File: src/rtl/rf_wb_arbiter_if.sv
// rf_wb_arbiter_if: writeback request, scoreboard and register-file write bundle
interface rf_wb_arbiter_if #(
    parameter int NREQ   = 3,
    parameter int ADSize = 5,
    parameter int DASize = 32
);
    logic [NREQ-1:0]          req_valid;
    logic [NREQ-1:0]          req_ready;
    logic [NREQ*ADSize-1:0]   req_addr;
    logic [NREQ*DASize-1:0]   req_data;
    logic                     hold;
    logic                     issue_valid;
    logic [ADSize-1:0]        issue_rd;
    logic                     flush;
    logic                     rf_write;
    logic [ADSize-1:0]        rf_waddr;
    logic [DASize-1:0]        rf_wdata;
    logic [(1<<ADSize)-1:0]   busy;
    modport master (
        output req_valid, req_addr, req_data, hold, issue_valid, issue_rd, flush,
        input  req_ready, rf_write, rf_waddr, rf_wdata, busy
    );
    modport slave (
        input  req_valid, req_addr, req_data, hold, issue_valid, issue_rd, flush,
        output req_ready, rf_write, rf_waddr, rf_wdata, busy
    );
endinterface

File: src/rtl/rf_wb_arbiter.sv
// rf_wb_arbiter: round-robin writeback arbiter with busy scoreboard; WB_FIXED_PRIO_EN selects fixed priority
module rf_wb_arbiter #(
    parameter int NREQ   = 3,
    parameter int ADSize = 5,
    parameter int DASize = 32
) (
    input logic           clk,
    input logic           rst,
    rf_wb_arbiter_if.slave bus
);
    localparam int PW = $clog2(NREQ);
    logic [PW-1:0]            g;
    logic                     found;
    logic                     xfer;
    logic                     wr;
    logic [ADSize-1:0]        gaddr;
    logic [DASize-1:0]        gdata;
    logic [(1<<ADSize)-1:0]   busy_nxt;
`ifdef WB_FIXED_PRIO_EN
    // lowest valid index wins
    always_comb begin
        g = '0;
        found = 1'b0;
        for (int k = NREQ - 1; k >= 0; k--)
            if (bus.req_valid[PW'(k)]) begin
                g = PW'(k);
                found = 1'b1;
            end
    end
`else
    logic [PW-1:0] ptr;
    logic [PW-1:0] idx;
    // first valid index at or above ptr, wrapping modulo NREQ
    always_comb begin
        g = '0;
        found = 1'b0;
        idx = '0;
        for (int k = NREQ - 1; k >= 0; k--) begin
            idx = PW'((int'(ptr) + k) % NREQ);
            if (bus.req_valid[idx]) begin
                g = idx;
                found = 1'b1;
            end
        end
    end
    // advance the pointer past the requester just served
    always_ff @(posedge clk or posedge rst)
        if (rst) ptr <= '0;
        else if (xfer) ptr <= (g == PW'(NREQ - 1)) ? '0 : g + 1'b1;
`endif
    assign xfer = found & ~bus.hold;
    assign bus.req_ready = xfer ? (NREQ'(1) << g) : '0;
    assign gaddr = bus.req_addr[g*ADSize +: ADSize];
    assign gdata = bus.req_data[g*DASize +: DASize];
    assign wr = xfer && gaddr != '0;
    // flush clears, writeback clears its target, a new issue sets and wins; x0 never busy
    always_comb begin
        busy_nxt = bus.flush ? '0 : bus.busy;
        if (wr) busy_nxt[gaddr] = 1'b0;
        if (bus.issue_valid) busy_nxt[bus.issue_rd] = 1'b1;
        busy_nxt[0] = 1'b0;
    end
    // registered write port and scoreboard
    always_ff @(posedge clk or posedge rst)
        if (rst) begin
            bus.rf_write <= 1'b0;
            bus.rf_waddr <= '0;
            bus.rf_wdata <= '0;
            bus.busy     <= '0;
        end else begin
            bus.rf_write <= wr;
            if (wr) begin
                bus.rf_waddr <= gaddr;
                bus.rf_wdata <= gdata;
            end
            bus.busy <= busy_nxt;
        end
endmodule

File: src/flat_wrapper.sv
// flat-port wrapper written by rule: the top's interface ports become plain ports
module rf_wb_arbiter_flat 
#(
    parameter int NREQ   = 3,
    parameter int ADSize = 5,
    parameter int DASize = 32
)
  (clk, rst, bus_req_valid, bus_req_addr, bus_req_data, bus_hold, bus_issue_valid, bus_issue_rd, bus_flush, bus_req_ready, bus_rf_write, bus_rf_waddr, bus_rf_wdata, bus_busy);
  rf_wb_arbiter_if #(.NREQ(NREQ), .ADSize(ADSize), .DASize(DASize)) bus_i ();
  input logic clk;
  input logic rst;
  input wire logic [$bits(bus_i.req_valid)-1:0] bus_req_valid;
  input wire logic [$bits(bus_i.req_addr)-1:0] bus_req_addr;
  input wire logic [$bits(bus_i.req_data)-1:0] bus_req_data;
  input wire logic [$bits(bus_i.hold)-1:0] bus_hold;
  input wire logic [$bits(bus_i.issue_valid)-1:0] bus_issue_valid;
  input wire logic [$bits(bus_i.issue_rd)-1:0] bus_issue_rd;
  input wire logic [$bits(bus_i.flush)-1:0] bus_flush;
  output wire logic [$bits(bus_i.req_ready)-1:0] bus_req_ready;
  output wire logic [$bits(bus_i.rf_write)-1:0] bus_rf_write;
  output wire logic [$bits(bus_i.rf_waddr)-1:0] bus_rf_waddr;
  output wire logic [$bits(bus_i.rf_wdata)-1:0] bus_rf_wdata;
  output wire logic [$bits(bus_i.busy)-1:0] bus_busy;
  assign bus_i.req_valid = bus_req_valid;
  assign bus_i.req_addr = bus_req_addr;
  assign bus_i.req_data = bus_req_data;
  assign bus_i.hold = bus_hold;
  assign bus_i.issue_valid = bus_issue_valid;
  assign bus_i.issue_rd = bus_issue_rd;
  assign bus_i.flush = bus_flush;
  assign bus_req_ready = bus_i.req_ready;
  assign bus_rf_write = bus_i.rf_write;
  assign bus_rf_waddr = bus_i.rf_waddr;
  assign bus_rf_wdata = bus_i.rf_wdata;
  assign bus_busy = bus_i.busy;
  rf_wb_arbiter #(.NREQ(NREQ), .ADSize(ADSize), .DASize(DASize)) u_core (.clk(clk), .rst(rst), .bus(bus_i));
endmodule
File: config.mk
export PLATFORM = sky130hd
export DESIGN_NAME = rf_wb_arbiter_flat
export DESIGN_NICKNAME = d
export VERILOG_FILES = /design/src/rtl/rf_wb_arbiter_if.sv /design/src/rtl/rf_wb_arbiter.sv /design/src/flat_wrapper.sv
export SDC_FILE = /design/constraint.sdc
export NUM_CORES = 1
export LEC_CHECK = 0
export CORE_MARGIN = 2
export CORE_UTILIZATION = 38
export CTS_CLUSTER_DIAMETER = 80
export CTS_CLUSTER_SIZE = 24
export DETAILED_ROUTE_END_ITERATION = 6
export PLACE_DENSITY = 0.78
export SYNTH_ARGS = -nofsm -noshare
export SYNTH_HDL_FRONTEND = slang
export SYNTH_SLANG_ARGS = --single-unit
File: constraint.sdc
create_clock -name clk -period 3.6 [get_ports clk]
set_input_delay 0.72 -clock clk [delete_from_list [all_inputs] [get_ports clk]]
set_output_delay 0.72 -clock clk [all_outputs]
set_load 0.02 [all_outputs]
; ---- Word-level counts from Yosys, hierarchy flattened
; Cells that the tools add are included.
[totals]
register_bits = 71
elab_cells = 53
[classes]
add_sub_neg = 3
mul = 1
n_div = 3
n_lt_le_gt_ge = 7
eq_ne = 1
shift = 3
muxes = 21
bitwise = 5
reduce_logical = 4
[op_table]
columns = op, count
row1 = $mux 32, 3
row2 = $shiftx 96x8->32, 1
row3 = $mod 32x3->32 const B, 2
row4 = $and 32x32->32, 1
row5 = $mod 3x3->32 const B, 1
row6 = $not 32->32, 1
row7 = $or 32x32->32, 1
row8 = $shiftx 15x6->5, 1
row9 = $lt 5x6->1 const B, 2
row10 = $demux 1 s5, 2
row11 = $ge 5x1->1 const B, 2
row12 = $lt 2x3->1 const B, 3
row13 = $mux 1, 8
row14 = $mux 2, 4
row15 = $bmux 1 s2, 3
row16 = $mul 2x3->5 const B, 1
row17 = $reduce_bool 5->1, 1
row18 = $add 2x1->3 const B, 1
row19 = $add 2x2->3 const B, 1
row20 = $logic_and 1x1->1, 3
row21 = $mux 3, 1
row22 = $shl 1x2->3 const A, 1
row23 = $add 2x1->2 const B, 1
row24 = $eq 2x2->1 const B, 1
row25 = 2 further kinds, 2

; ---- Logic depth before layout (Yosys ltp)
[depth]
ltp_word = 18
depth_mapped = 15
mapped_depth_nobuf = 10

; ---- Worst setup path after synthesis
; No wires, ideal clock.
[synth_timing]
path_type = register -> output
startpoint = reg u_core.ptr[0]
endpoint = out bus_req_ready[0]
t_arrival_ns = 2.779
t_required_ns = 2.880
path_slack_ns = 0.101
path_stages_with_launch = 11
cell_sequence = dfrtp_1 inv_1 ha_1 clkbuf_1 a22oi_1 o22ai_1 o21ai_2 clkbuf_1 buf_1 nand2_1 nor2_1
[synth_between]
elab_chain_len = 9
elab_cells_between_ends = 20
[synth_rtl]
columns = element, line
row1 = "start, declared", rf_wb_arbiter.sv:31  ; logic [PW-1:0] ptr;
row2 = "start signal, assigned", rf_wb_arbiter.sv:49  ; else if (xfer) ptr <= (g == PW'(NREQ - 1)) ? '0 : g + 1'b1;
row3 = $add 2x2->3, rf_wb_arbiter.sv:39  ; idx = PW'((int'(ptr) + k) % NREQ);
row4 = $mod 32x3->32, rf_wb_arbiter.sv:39
row5 = $bmux 1 s2, rf_wb_arbiter.sv:40  ; if (bus.req_valid[idx]) begin
row6 = $mux 1 (implied by the code), rf_wb_arbiter.sv:40
row7 = $mux 2 or $mux 1 (tied branches) (3 in a row), rf_wb_arbiter.sv:40
row8 = $shl 1x2->3 or $and 1x1->1 (tied branches), "rf_wb_arbiter.sv:52, rf_wb_arbiter.sv:51"
row9 = $mux 3 (*), rf_wb_arbiter.sv:52  ; assign bus.req_ready = xfer ? (NREQ'(1) << g) : '0;
row10 = "end, declared", flat_wrapper.sv:19  ; output wire logic [$bits(bus_i.req_ready)-1:0] bus_req_ready;
; Mark *: on every way between the ends. The rest lies on a longest branch, timed or not. The select of a mux whose other input is x is not followed.

; ---- Final worst setup path
[layout_timing]
startpoint = in bus_req_valid[1]
endpoint = out bus_req_ready[2]
[layout_between]
elab_chain_len = 7
elab_cells_between_ends = 15
[layout_rtl]
columns = element, line
row1 = "start, declared", flat_wrapper.sv:12  ; input wire logic [$bits(bus_i.req_valid)-1:0] bus_req_valid;
row2 = $bmux 1 s2, rf_wb_arbiter.sv:40
row3 = $mux 1 (implied by the code), rf_wb_arbiter.sv:40
row4 = $mux 2 or $mux 1 (tied branches) (3 in a row), rf_wb_arbiter.sv:40
row5 = $shl 1x2->3 or $and 1x1->1 (tied branches), "rf_wb_arbiter.sv:52, rf_wb_arbiter.sv:51"
row6 = $mux 3 (*), rf_wb_arbiter.sv:52
; Marks and branches as above.

==> reports/qor.csv <==
stage;metric;value;unit
global_route;grt_max_degree;51;
finish;mostFrequentLayoutCells;clkdlybuf4s50_1, o21ai_0, dfrtp_1;
logic_synthesis;yosysTopAreaCell;dfrtp_1;
finish;drive_above_1_share;13.1;%
logic_synthesis;avgSynthCellArea;9.82;µm²
global_route;grt_pass1_vias;4247;
critical_path;reg2reg_to;u_core.bus.rf_wdata[26];
logic_synthesis;ys_types;49;
clock_network;ctsRootBufferMaster;clkbuf_8;
logic_synthesis;synth_top_area_share;41.9;%
clock_network;clockBufferDepth;2;
clock_network;clkLatencyLatePin;0.33;ns
die;num_rows;38;
logic_synthesis;muxShareOfSynthArea;20.3;%
timing;period_needed;3.44;ns
routing;antenna_left;0;
logic_synthesis;synthAdderAreaFrac;0.884;%
logic_synthesis;synth_compound_area_share;16.7;%
logic_synthesis;async_flop_share;100;%
routing;drc;0;
logic_synthesis;synth_edf_count;0;
logic_synthesis;yosysSeqAreaShare;41.9;%
timing;period_share;95.7;%
power;leakagePower;2.84;nW
die;core_area;0.0109;mm²
routing;drtPass1Iterations;5;
power;power_density;787;mW/mm²
critical_path;critPathKind;in -> out;
timing;tns;0;ns
timing;hold_viol_final;0;
placement;dp_hpwl;10.4;mm
min_path;hold_path_end;u_core.bus.rf_wdata[2];
run;drv_cap;0;
global_route;use_met2;37.3;%
placement;io_buffers;195;
routing;via_count;4170;
min_path;hp-class;reg -> reg;
timing;setup_viol;0;
timing;worst_slew_pin_slew;0.791;ns
logic_synthesis;yosys_warnings;0;
global_route;grt-ovfl-total;0;
finish;diodes;0;
routing;detail_route.wl_per_cell;17.0;µm
clock_network;ctsHtreeMaxLevel;3;
logic_synthesis;synth-simple-area-share;15.9;%
die;dieArea;0.0120;mm²
logic_synthesis;synth_xor_area_share;0;%
die;io-pin-count;197;
finish;syn_to_final_growth;59.3;%
global_route;use_met1;28.3;%
die;start_util;39.0;%
logic_synthesis;ys_ff_latch;71;
critical_path;cp_max_fo;5;
die;die_x;110;µm
logic_synthesis;netlist_instances;432;
critical_path;cp-start-kind;input pin;
clock_network;cts_sinks;71;
timing;holdWs;0.490;ns
min_path;min_from;u_core.bus.rf_wdata[2];
critical_path;arrival;2.72;ns
global_route;grt.busiest_layer;met2;
routing;via_per_inst;5.28;
timing;grt_setup_unrepaired;no;
global_route;use_met3;4.86;%
min_path;min_path_cells;1;
clock_network;cts_made_buffers;9;
global_route;antenna_found_initial;0;
timing;timing.slew.headroom;47.1;%
logic_synthesis;synth_ff_type;dfrtp_1;
critical_path;r2r_start;u_core.ptr[1];
logic_synthesis;synth_area_leaders;dfrtp_1, mux2i_1, o21ai_0;
clock_network;postCtsHoldBufs;0;
outcome;outcome;complete, no violations;
finish;num-nets-final;772;
placement;routabilityCongestion;0.913;
logic_synthesis;synth_area;0.00424;mm²
timing;clock.fmax;290;MHz
timing;finalClockSkew;0.00996;ns
critical_path;r2r_setup_slack;0.24;ns
logic_synthesis;synth_top_family_by_area;multiplexers;
routing;wirelength;13.5;mm
global_route;track_usage;22.2;%
routing;first_iter_violations;347;
finish;final_common_cell;clkdlybuf4s50_1;
logic_synthesis;syn_nets;559;
timing;slew_violations;0;
critical_path;reg2reg_depth;12;
clock_network;cts_tree;yes;
die;die_h;110;µm
power;peakVddDrop;0.447;mV
global_route;grt_pass1_wl;20.8;mm
critical_path;critPathRequiredTime;2.88;ns
critical_path;worstSetupEndpointType;output port;
clock_network;clk_pin_slew;0.06;ns
-- report_power, final --
group / switching (W) / internal, W
sequential: 0.000121 / 0.00105
combinational: 0.00177 / 0.00161
clock: 0.000290 / 0.000481
-- logic make-up after synthesis --
kind of cell,Yosys count
compound gates,115
fa+ha+maj,3
buf+inv,36
flops,71
mux,80
other cells,1
simple gates,126
-- routing by layer --
metal	wire length, µm	share of wire [%]
met5	0	0
met4	301	2.2
met3	952	7.1
met2	6670	50
met1	5550	41
-- metrics by stage --
stage / utilization [%] / cell area (µm²) / cells / setup slack [ns] / total power [W]
floorplan: - / 4240 / 432 / 0.101 / 0.00322
global placement: 59.8 / 6510 / 774 / -0.0831 / 0.00446
detailed placement: 59.8 / 6510 / 774 / -0.164 / 0.00456
CTS: 62.0 / 6760 / 790 / 0.188 / 0.00535
global route: 62.1 / 6760 / 790 / 0.0209 / 0.00567
finish: 62.1 / 6760 / 790 / 0.156 / 0.00532
-- registers in the layout, indices dropped and copies added (netlist names) --
signal / flops
u_core.bus.rf_wdata: 32
u_core.ptr: 2
u_core.bus.rf_waddr: 5
u_core.bus.busy: 31
u_core.bus.rf_write: 1
-- synthesized netlist by cell type, drive strengths merged, types with 2 or more instances --
cell and n:
o21a 3, nand2 40, o32ai 4, clkbuf 15
a22o 2, nand3 13, or4b 2, nand2b 8
mux2i 39, or3 3, nand3b 8, or3b 2
dfrtp 71, nor2b 26, ha 3, o211ai 4
a311oi 2, or2 3, mux2 41, buf 12
nor2 10, o21ai 79, o22ai 9, inv 9
nor4 7, a21oi 3
-- timing repair --
item | CTS | global route
resized for setup | 6 | 1
setup endpoints to repair | 3 | 1
setup buffers | 0 | 0
-- critical path, stage by stage --
cell	delay, ns
clkdlybuf4s50_1	0.49
mux2i_1	0.27
o22ai_2	0.16
buf_4	0.16
nor4_1	0.32
nor2_1	0.11
nand2_1	0.11
nor2_1	0.06
dlygate4sd2_1	0.33
-- worst max-delay path by stage --
stage | startpoint | endpoint | depth (start not counted)
2_1_floorplan | u_core.ptr[0] | bus_req_ready[0] | 10
3_3_place_gp | bus_req_valid[0] | u_core.bus.rf_wdata[19] | 11
3_5_place_dp | bus_req_valid[0] | u_core.bus.rf_wdata[27] | 11
4_1_cts | bus_req_valid[0] | bus_req_ready[2] | 8
5_1_grt | u_core.ptr[1] | bus_req_ready[2] | 10
6_report | bus_req_valid[1] | bus_req_ready[2] | 9
-- area by class of cell --
cell class	instances	area, µm²
clock buffers	13	149
repair buffers	229	2220
clock inverters	3	90.1
fillers	902	4130
well taps	140	175
inverters	9	33.8
flip-flops and latches	71	1780
multi-input cells	325	2320
Power figures use the tool's default switching activity.
